[config.mk]
export PLATFORM = sky130hd
export DESIGN_NAME = dmem_uart_streamer
export DESIGN_NICKNAME = d
export VERILOG_FILES = /design/src/rtl/dmem_uart_pkg.sv /design/src/rtl/dmem_uart_streamer_shifter.sv /design/src/rtl/dmem_uart_streamer.sv
export SDC_FILE = /design/constraint.sdc
export NUM_CORES = 1
export LEC_CHECK = 0
export ABC_AREA = 1
export CAP_MARGIN = 20
export CELL_PAD_IN_SITES_DETAIL_PLACEMENT = 1
export CELL_PAD_IN_SITES_GLOBAL_PLACEMENT = 1
export CORE_MARGIN = 1
export CORE_UTILIZATION = 25
export DETAILED_ROUTE_END_ITERATION = 10
export PLACE_DENSITY = 0.63
export SYNTH_ARGS = -nofsm -noshare
export SYNTH_HDL_FRONTEND = slang
export SYNTH_HIERARCHICAL = 1
export SYNTH_SLANG_ARGS = --single-unit
[constraint.sdc]
create_clock -name clk -period 3.58 [get_ports clk]
set_input_delay 0.358 -clock clk [delete_from_list [all_inputs] [get_ports clk]]
set_output_delay 0.358 -clock clk [all_outputs]
set_load 0.005 [all_outputs]
[src/rtl/dmem_uart_pkg.sv]
`default_nettype none
// ============================================================================
// Module      : dmem_uart_pkg
// Description : Shared types and helpers for the data-memory to UART
//               transmit streamer.
// Revision    : 1.0 - initial release
// ============================================================================
package dmem_uart_pkg;

    // Streamer control states
    typedef enum logic [2:0] {
        ST_IDLE     = 3'd0,
        ST_READ     = 3'd1,
        ST_LOAD     = 3'd2,
        ST_WAIT_RDY = 3'd3,
        ST_SEND     = 3'd4,
        ST_WAIT_ACK = 3'd5,
        ST_DONE     = 3'd6
    } streamer_state_t;

    // Number of UART bytes needed to carry one memory word (rounded up)
    function automatic int bytes_per_word(input int word_w, input int byte_w);
        return (word_w + byte_w - 1) / byte_w;
    endfunction

endpackage
`default_nettype wire

[src/rtl/dmem_uart_streamer_shifter.sv]
`default_nettype none
// ============================================================================
// Module      : word_byte_shifter
// Description : Holds one memory word, zero-padded up to a whole number of
//               bytes, and presents it LSB byte first. Tracks which byte of
//               the word is current and flags the last one.
// Revision    : 1.0 - initial release
// ============================================================================
module word_byte_shifter #(
    parameter int WORD_W = 24,
    parameter int BYTE_W = 8,
    parameter int BYTES  = 3
) (
    input  logic              clk,
    input  logic              rst,
    input  logic              i_load,
    input  logic              i_shift,
    input  logic [WORD_W-1:0] i_word,
    output logic [BYTE_W-1:0] o_byte,
    output logic              o_last_byte
);

    localparam int SHIFT_W = BYTES * BYTE_W;
    localparam int CNT_W   = (BYTES > 1) ? $clog2(BYTES) : 1;

    logic [SHIFT_W-1:0] w_padded;
    logic [SHIFT_W-1:0] r_shift;
    logic [CNT_W-1:0]   r_byte_cnt;

    // Top bits above the word are filled with zeros when the word is not a
    // whole number of bytes.
    generate
        if (SHIFT_W > WORD_W) begin : g_pad
            assign w_padded = {{(SHIFT_W - WORD_W){1'b0}}, i_word};
        end else begin : g_nopad
            assign w_padded = i_word;
        end
    endgenerate

    // Parallel load of a fresh word, or step to the next byte
    always_ff @(posedge clk or posedge rst) begin
        if (rst) begin
            r_shift    <= '0;
            r_byte_cnt <= '0;
        end else if (i_load) begin
            r_shift    <= w_padded;
            r_byte_cnt <= '0;
        end else if (i_shift) begin
            r_shift    <= r_shift >> BYTE_W;
            r_byte_cnt <= r_byte_cnt + CNT_W'(1);
        end
    end

    assign o_byte      = r_shift[BYTE_W-1:0];
    assign o_last_byte = (r_byte_cnt == CNT_W'(BYTES - 1));

endmodule
`default_nettype wire

[src/rtl/dmem_uart_streamer.sv]
`default_nettype none
// ============================================================================
// Module      : dmem_uart_streamer
// Description : Reads an inclusive range of data memory and streams each
//               word to the UART transmitter as bytes, LSB first, using a
//               ready/start handshake. Raises a sticky done flag at the end.
// Revision    : 1.0 - initial release
// ============================================================================
module dmem_uart_streamer
    import dmem_uart_pkg::*;
#(
    parameter int MEM_WORD_LENGTH = 24,
    parameter int MEM_DEPTH       = 4096,
    parameter int UART_WIDTH      = 8
) (
    input  logic                       clk,
    input  logic                       rst,
    input  logic                       txStartN,
    input  logic [$clog2(MEM_DEPTH)-1:0] start_addr,
    input  logic [$clog2(MEM_DEPTH)-1:0] end_addr,
    output logic [$clog2(MEM_DEPTH)-1:0] mem_address,
    input  logic [MEM_WORD_LENGTH-1:0] dataFromMem,
    input  logic                       txByteReady,
    output logic                       txByteStart,
    output logic [UART_WIDTH-1:0]      byteForTx,
    output logic                       busy,
    output logic                       mem_transmitted
);

    localparam int ADDR_WIDTH     = $clog2(MEM_DEPTH);
    localparam int BYTES_PER_WORD = bytes_per_word(MEM_WORD_LENGTH, UART_WIDTH);

    streamer_state_t        r_state;
    logic [ADDR_WIDTH-1:0]  r_mem_address;
    logic [ADDR_WIDTH-1:0]  r_end_addr;
    logic [UART_WIDTH-1:0]  r_byte;
    logic                   r_tx_start;
    logic                   r_busy;
    logic                   r_done;

    logic                   w_load;
    logic                   w_shift;
    logic                   w_last_byte;
    logic [UART_WIDTH-1:0]  w_cur_byte;

    // Word capture happens once the registered RAM has produced the data;
    // the shift happens only when tx has accepted a non-final byte.
    assign w_load  = (r_state == ST_LOAD);
    assign w_shift = (r_state == ST_WAIT_ACK) && !txByteReady && !w_last_byte;

    word_byte_shifter #(
        .WORD_W (MEM_WORD_LENGTH),
        .BYTE_W (UART_WIDTH),
        .BYTES  (BYTES_PER_WORD)
    ) u_shifter (
        .clk         (clk),
        .rst         (rst),
        .i_load      (w_load),
        .i_shift     (w_shift),
        .i_word      (dataFromMem),
        .o_byte      (w_cur_byte),
        .o_last_byte (w_last_byte)
    );

    // Transfer sequencing with registered handshake and status outputs
    always_ff @(posedge clk or posedge rst) begin
        if (rst) begin
            r_state       <= ST_IDLE;
            r_mem_address <= '0;
            r_end_addr    <= '0;
            r_byte        <= '0;
            r_tx_start    <= 1'b0;
            r_busy        <= 1'b0;
            r_done        <= 1'b0;
        end else begin
            case (r_state)
                ST_IDLE: begin
                    if (!txStartN) begin
                        r_end_addr <= end_addr;
                        r_done     <= 1'b0;
                        if (end_addr < start_addr) begin
                            r_state <= ST_DONE;
                        end else begin
                            r_mem_address <= start_addr;
                            r_busy        <= 1'b1;
                            r_state       <= ST_READ;
                        end
                    end
                end
                ST_READ: begin
                    r_state <= ST_LOAD;
                end
                ST_LOAD: begin
                    r_state <= ST_WAIT_RDY;
                end
                ST_WAIT_RDY: begin
                    if (txByteReady) begin
                        r_tx_start <= 1'b1;
                        r_byte     <= w_cur_byte;
                        r_state    <= ST_SEND;
                    end
                end
                ST_SEND: begin
                    r_tx_start <= 1'b0;
                    r_state    <= ST_WAIT_ACK;
                end
                ST_WAIT_ACK: begin
                    // Ready dropping low is the transmitter's acceptance
                    if (!txByteReady) begin
                        if (!w_last_byte) begin
                            r_state <= ST_WAIT_RDY;
                        end else if (r_mem_address == r_end_addr) begin
                            // Compared before incrementing so the top
                            // address never wraps around.
                            r_state <= ST_DONE;
                        end else begin
                            r_mem_address <= r_mem_address + ADDR_WIDTH'(1);
                            r_state       <= ST_READ;
                        end
                    end
                end
                ST_DONE: begin
                    r_busy  <= 1'b0;
                    r_done  <= 1'b1;
                    r_state <= ST_IDLE;
                end
                default: begin
                    r_state <= ST_IDLE;
                end
            endcase
        end
    end

    assign mem_address     = r_mem_address;
    assign byteForTx       = r_byte;
    assign txByteStart     = r_tx_start;
    assign busy            = r_busy;
    assign mem_transmitted = r_done;

endmodule
`default_nettype wire

### After elaboration in Yosys (flattened, before gate mapping)

Index checks and enable logic that the tools add are counted.

| word-level totals | value |
|---|---|
| bits in registers | 64 |
| input bits | 52 |
| output and inout bits | 23 |

| operators by class | value |
|---|---|
| $add $sub $neg | 2 |
| $lt $le $gt $ge | 1 |
| equal/unequal tests | 14 |
| muxes and demuxes | 24 |
| bitwise operators | 1 |
| reductions and logical operators | 16 |

Operators with widths:

| operator | number |
|---|---|
| 2-to-1 mux 12 bit | 5 |
| 2-to-1 mux 24 bit | 2 |
| case mux 12 bit (2 select lines) | 1 |
| 2-to-1 mux 3 bit | 6 |
| case mux 3 bit (6 select lines) | 1 |
| adder 12 x 1 -> 12 bit, second input constant | 1 |
| equality test 12 bit | 1 |
| < comparator 12 bit | 1 |
| != test 2 bit, second input constant | 6 |
| equality test 3 bit, second input constant | 3 |
| AND reduction 2 bit | 4 |
| nonzero test 2 bit | 4 |
| equality test 3 x 2 -> 1 bit, second input constant | 2 |
| case mux 1 bit (2 select lines) | 3 |
| AND reduction 3 bit | 2 |
| AND reduction 6 bit | 1 |
| 2-to-1 mux 1 bit | 4 |
| 2-to-1 mux 2 bit | 2 |
| equality test 3 x 1 -> 1 bit, second input constant | 1 |
| logical NOT 3 bit | 1 |
| adder 2 x 1 -> 2 bit, second input constant | 1 |
| equality test 2 bit, second input constant | 1 |
| logical AND 1 bit | 2 |
| logical NOT 1 bit | 2 |
| NOT 1 bit | 1 |

### Depth between registers and ports, before layout

| logic depth | value |
|---|---|
| depth in word-level cells | 5 |
| mapped depth | 12 |
| depth with buffers taken out | 12 |

### By module

The synthesis kept the hierarchy.

Modules (own cells, without submodules):

| module | times used | cells an instance | area an instance (µm²) | seq. area each (µm²) |
|---|---|---|---|---|
| dmem_uart_streamer | 1 | 355 | 2482.4 | 950.9 |
| word_byte_shifter | 1 | 140 | 1223.7 | 650.6 |

### Worst setup path before layout

OpenSTA, ideal clock, no wires.

| timing | value |
|---|---|
| path kind | input-to-reg |
| from | input port start_addr[11] |
| to | register r_mem_address[0] (netlist: mem_address[0]) |
| arrival | 1.645 ns |
| data required time | 3.513 ns |
| setup slack | 1.868 ns |
| cell stages on the path | 11 |
| buffers on the path | 1 |
| path through | inv_1 > ha_1 > nand2_1 > inv_1 > nand3_1 > nor3_1 > nand2_1 > nand3_1 > clkbuf_1 > nand4_1 > nand2_1 |

| between the ends | value |
|---|---|
| longest elaborated chain between the ends | 3 |

RTL lines:

| item | RTL line | source |
|---|---|---|
| start, declared | dmem_uart_streamer.sv:19 | `input logic [$clog2(MEM_DEPTH)-1:0] start_addr,` |
| < comparator 12 bit | dmem_uart_streamer.sv:81 | `if (end_addr < start_addr) begin` |
| != test 2 bit (no source line) | n/a |  |
| AND reduction 6 bit (no source line) | n/a |  |
| end signal, assigned | dmem_uart_streamer.sv:84 | `r_mem_address <= start_addr;` |
| end signal, assigned | dmem_uart_streamer.sv:117 | `r_mem_address <= r_mem_address + ADDR_WIDTH'(1);` |
| end, declared | dmem_uart_streamer.sv:34 | `logic [ADDR_WIDTH-1:0] r_mem_address;` |

Every way passes these cells.
A chain may end at the register's enable or synchronous reset.

### Worst setup path after layout

| timing | value |
|---|---|
| from | register r_state[0] |
| to | register r_mem_address[4] (netlist: mem_address[4]) |

| between the ends | value |
|---|---|
| longest elaborated chain between the ends | 3 |
| elaborated cells on any way between the ends | 10 |

RTL lines:

| item | RTL line | source |
|---|---|---|
| start, declared | dmem_uart_streamer.sv:33 | `streamer_state_t r_state;` |
| start signal, assigned | dmem_uart_streamer.sv:68 | `r_state <= ST_IDLE;` |
| start signal, assigned | dmem_uart_streamer.sv:82 | `r_state <= ST_DONE;` |
| start signal, assigned | dmem_uart_streamer.sv:86 | `r_state <= ST_READ;` |
| equality test 3 bit / logical NOT 3 bit (equally long branches) | dmem_uart_streamer.sv:76 | `case (r_state)` |
| != test 2 bit (no source line) / nonzero test 2 bit (equally long branches) | n/a |  |
| AND reduction 6 bit (no source line) | n/a |  |

Several ways; a longest one is shown, not always the timed one.

==> results.sh <==
export IMPL_maxCapViolations=0
export IMPL_via_per_inst=4.672
export IMPL_drc=0
export IMPL_synth_top_cell_area_share=0.4321
export IMPL_antenna_cells=0
export IMPL_worstReg2RegStart="r_state[0]$_DFFE_PP0P_"
export IMPL_synth_distinct_cells=28
export IMPL_synth_area_top_cells="dfrtp_1 (43%), nand2_1 (20%), nand3_1 (6.8%), inv_1 (5.1%), ha_1 (4.4%)"
export IMPL_synth_commonest_cells="nand2_1 (200), dfrtp_1 (64), inv_1 (50), nand3_1 (50), o21ai_0 (22)"
export IMPL_setup_viol_count_final=0
export IMPL_pin_count=75
export IMPL_fp_coreArea_um2=14480
export IMPL_hold_class="in -> async"
export IMPL_timing_worst_setup_path_type="reg -> reg"
export IMPL_cpPeakStageDelay_ns=0.50
export IMPL_fmax_ghz=0.3977
export IMPL_worstPathCellList="inv_2 -> nor3_4 -> buf_4 -> o21ai_1 -> nor2_2 -> nand3_2 -> nand2_1 -> nand2_1"
export IMPL_track_usage=0.1582
export IMPL_synth_area_leader_cell="dfrtp_1"
export IMPL_status="completed"
export IMPL_post_route_cells_drive_above_1_share=0.06360
export IMPL_grt_max_degree=39
export IMPL_row_count=44
export IMPL_hpwlAfterDp_um=8540
export IMPL_gp_congestion=0.8444
export IMPL_dp_cells=733
export IMPL_cts_resized=0
export IMPL_reg2reg_to="mem_address[4]$_DFFE_PP0P_"
export IMPL_worst_slew_pin_transition_ns=0.7402
export IMPL_routed_wl_um=11150
export IMPL_syn_area_per_cell_um2=7.487
export IMPL_die_area_um2=15320
export IMPL_synthArstFlopShare=1.000
export IMPL_skew_ns=0.007395
export IMPL_max_slew_margin=0.5047
export IMPL_post_cts_buffers=0
export IMPL_path_max_fanout=15
export IMPL_final_setup_tns_ns=0
export IMPL_clk_latency_ns=0.34
export IMPL_cp_required_ns=3.80
export IMPL_rsz0062_at_grt="false"
export IMPL_critPathLaunchType="register"
export IMPL_ys_seq_elements=64
export IMPL_ys_flop_type="dfrtp_1"
export IMPL_cts_root_buffer_cell="clkbuf_16"
export IMPL_cts_tree="built"
export IMPL_die_w_um=123.8
export IMPL_clkTransAtPathRegs_ns=0.06
export IMPL_synth_edf_count=0
export IMPL_grt_antenna_before_repair=0
export IMPL_critical_path_slowest_cell="nor3_4"
export IMPL_grt_pass1_vias=3613
export IMPL_fin_crit_sh=0.7024
export IMPL_syn_area_um2=3706
export IMPL_path_delay_family="simple AND/OR/NAND/NOR gates"
export IMPL_min_period_ns=2.515
export IMPL_ys_seq_area_frac=0.4321
export IMPL_worstPathArrival_ns=2.74
export IMPL_stdcell_count=750
export IMPL_yosysWarnings=6
export IMPL_crit_top_cell="nand2_1"
export IMPL_hold_viol_final=0
export IMPL_num_vias=3504
export IMPL_wire_per_inst_um=14.87
export IMPL_antenna_left=0
export IMPL_worst_path_buf_inv=2
export IMPL_cts_hold_buf=0
export IMPL_rrSetupSlack_ns=1.07
export IMPL_area_delta_synth_final_pct=31.87
export IMPL_clock_path_buffers=2
export IMPL_drtIter0Drc=144
export IMPL_power_leakage_nw=2.376
export IMPL_power_density_nw_per_um2=808.3
export IMPL_cts_sinks=64
export IMPL_synth_nets=560
export IMPL_grt_ovfl_total=0
export IMPL_initial_core_util=0.2560
export IMPL_syn_inst=495
export IMPL_yosysMostFrequentCell="nand2_1"
export IMPL_die_h_um=123.8
export IMPL_numCtsBuffers=9
export IMPL_portBuffers=74
export IMPL_slew_violations=0
export IMPL_endpoint_kind="register"
export IMPL_nets=626
export IMPL_grt_pass1_wl_um=18290
export IMPL_cp_num_cells=8
export IMPL_worstRegToRegCells=8
export IMPL_fillers=1756
export IMPL_first_pass_iters=4
export IMPL_cts_htree_levels=3
export IMPL_ir_worst_vdd_uv=244.0
==> how the worst max path moves through the flow <==
stage,to,start
after floorplan,mem_address[0]$_DFFE_PP0P_,start_addr[11]
after CTS,mem_address[4]$_DFFE_PP0P_,r_state[0]$_DFFE_PP0P_
after global placement,mem_address[9]$_DFFE_PP0P_,start_addr[7]
after global routing,mem_address[4]$_DFFE_PP0P_,start_addr[11]
after detailed placement,mem_address[4]$_DFFE_PP0P_,start_addr[11]
final,mem_address[4]$_DFFE_PP0P_,r_state[0]$_DFFE_PP0P_
==> stage by stage <==
stage | setup WS, ns | cell area [um2] | power (W) | util | hold WS [ns]
after CTS | 1.069 | 4860 | 0.004017 | 0.3356 | 0.4750
after floorplan | 1.868 | 3706 | 0.002450 | - | 0.3980
after global placement | 0.8840 | 4532 | 0.002937 | 0.3130 | 0.4580
final | 1.065 | 4887 | 0.003950 | 0.3375 | 0.3419
after global routing | 0.7533 | 4887 | 0.004293 | 0.3375 | 0.3838
after detailed placement | 0.7414 | 4532 | 0.003013 | 0.3130 | 0.4601
==> metal layers <==
layer	up-vias	part of all wire	track usage
li1	1698	-	-
met4	0	0.016	0.06250
met5	-	0	0
met2	77	0.50	0.2653
met3	16	0.038	0.03022
met1	1713	0.45	0.1994
==> area by class of cell <==
| cell class | count | area (um2) | share of cell area |
|---|---|---|---|
| clock buffers | 9 | 225.2 | 0.04608 |
| clock inverters | 7 | 102.6 | 0.02099 |
| inverters | 53 | 198.9 | 0.04071 |
| multi-input cells | 354 | 1730 | 0.3541 |
| flip-flops and latches | 64 | 1602 | 0.3277 |
| well taps | 184 | 230.2 | 0.04711 |
| repair buffers | 79 | 798.3 | 0.1633 |
==> cell usage in the layout, fill, tap and decap left out, types with 2 or more instances in the layout <==
cell	instances
a21oi_1	7
buf_4	4
bufinv_16	2
clkbuf_16	9
clkdlybuf4s50_1	74
dfrtp_1	64
ha_1	13
inv_1	50
inv_2	2
inv_6	3
mux2_2	8
nand2_1	200
nand3_1	50
nand3b_1	3
nand4_1	15
nor2_1	21
nor3_1	2
o21ai_0	22
xnor2_1	4
==> power breakdown <==
part | switching [W] | total (W) | internal, W
Clock | 0.000352 | 0.000970 | 0.000618
Sequential | 0.000307 | 0.00137 | 0.00107
Combinational | 0.000908 | 0.00161 | 0.000700
Total | 0.00157 | 0.00395 | 0.00238
==> flip-flops by register name (all words and copies together) (netlist names) <==
| register | flops |
|---|---|
| u_shifter/r_byte_cnt | 2 |
| u_shifter/r_shift | 24 |
| byteForTx | 8 |
| mem_address | 12 |
| r_end_addr | 12 |
| mem_transmitted | 1 |
| r_state | 3 |
| txByteStart | 1 |
| busy | 1 |
==> logic make-up after synthesis <==
group,after synthesis,synth area share
AND/OR/NAND/NOR,297,0.3430
XOR/XNOR,5,0.01182
adder cells (fa/ha/maj),13,0.04389
multiplexers,8,0.02431
buffers and inverters,77,0.1023
AO/OA/AOI/OAI,31,0.04254
flip-flops,64,0.4321
(Power assumes the default switching activity.)
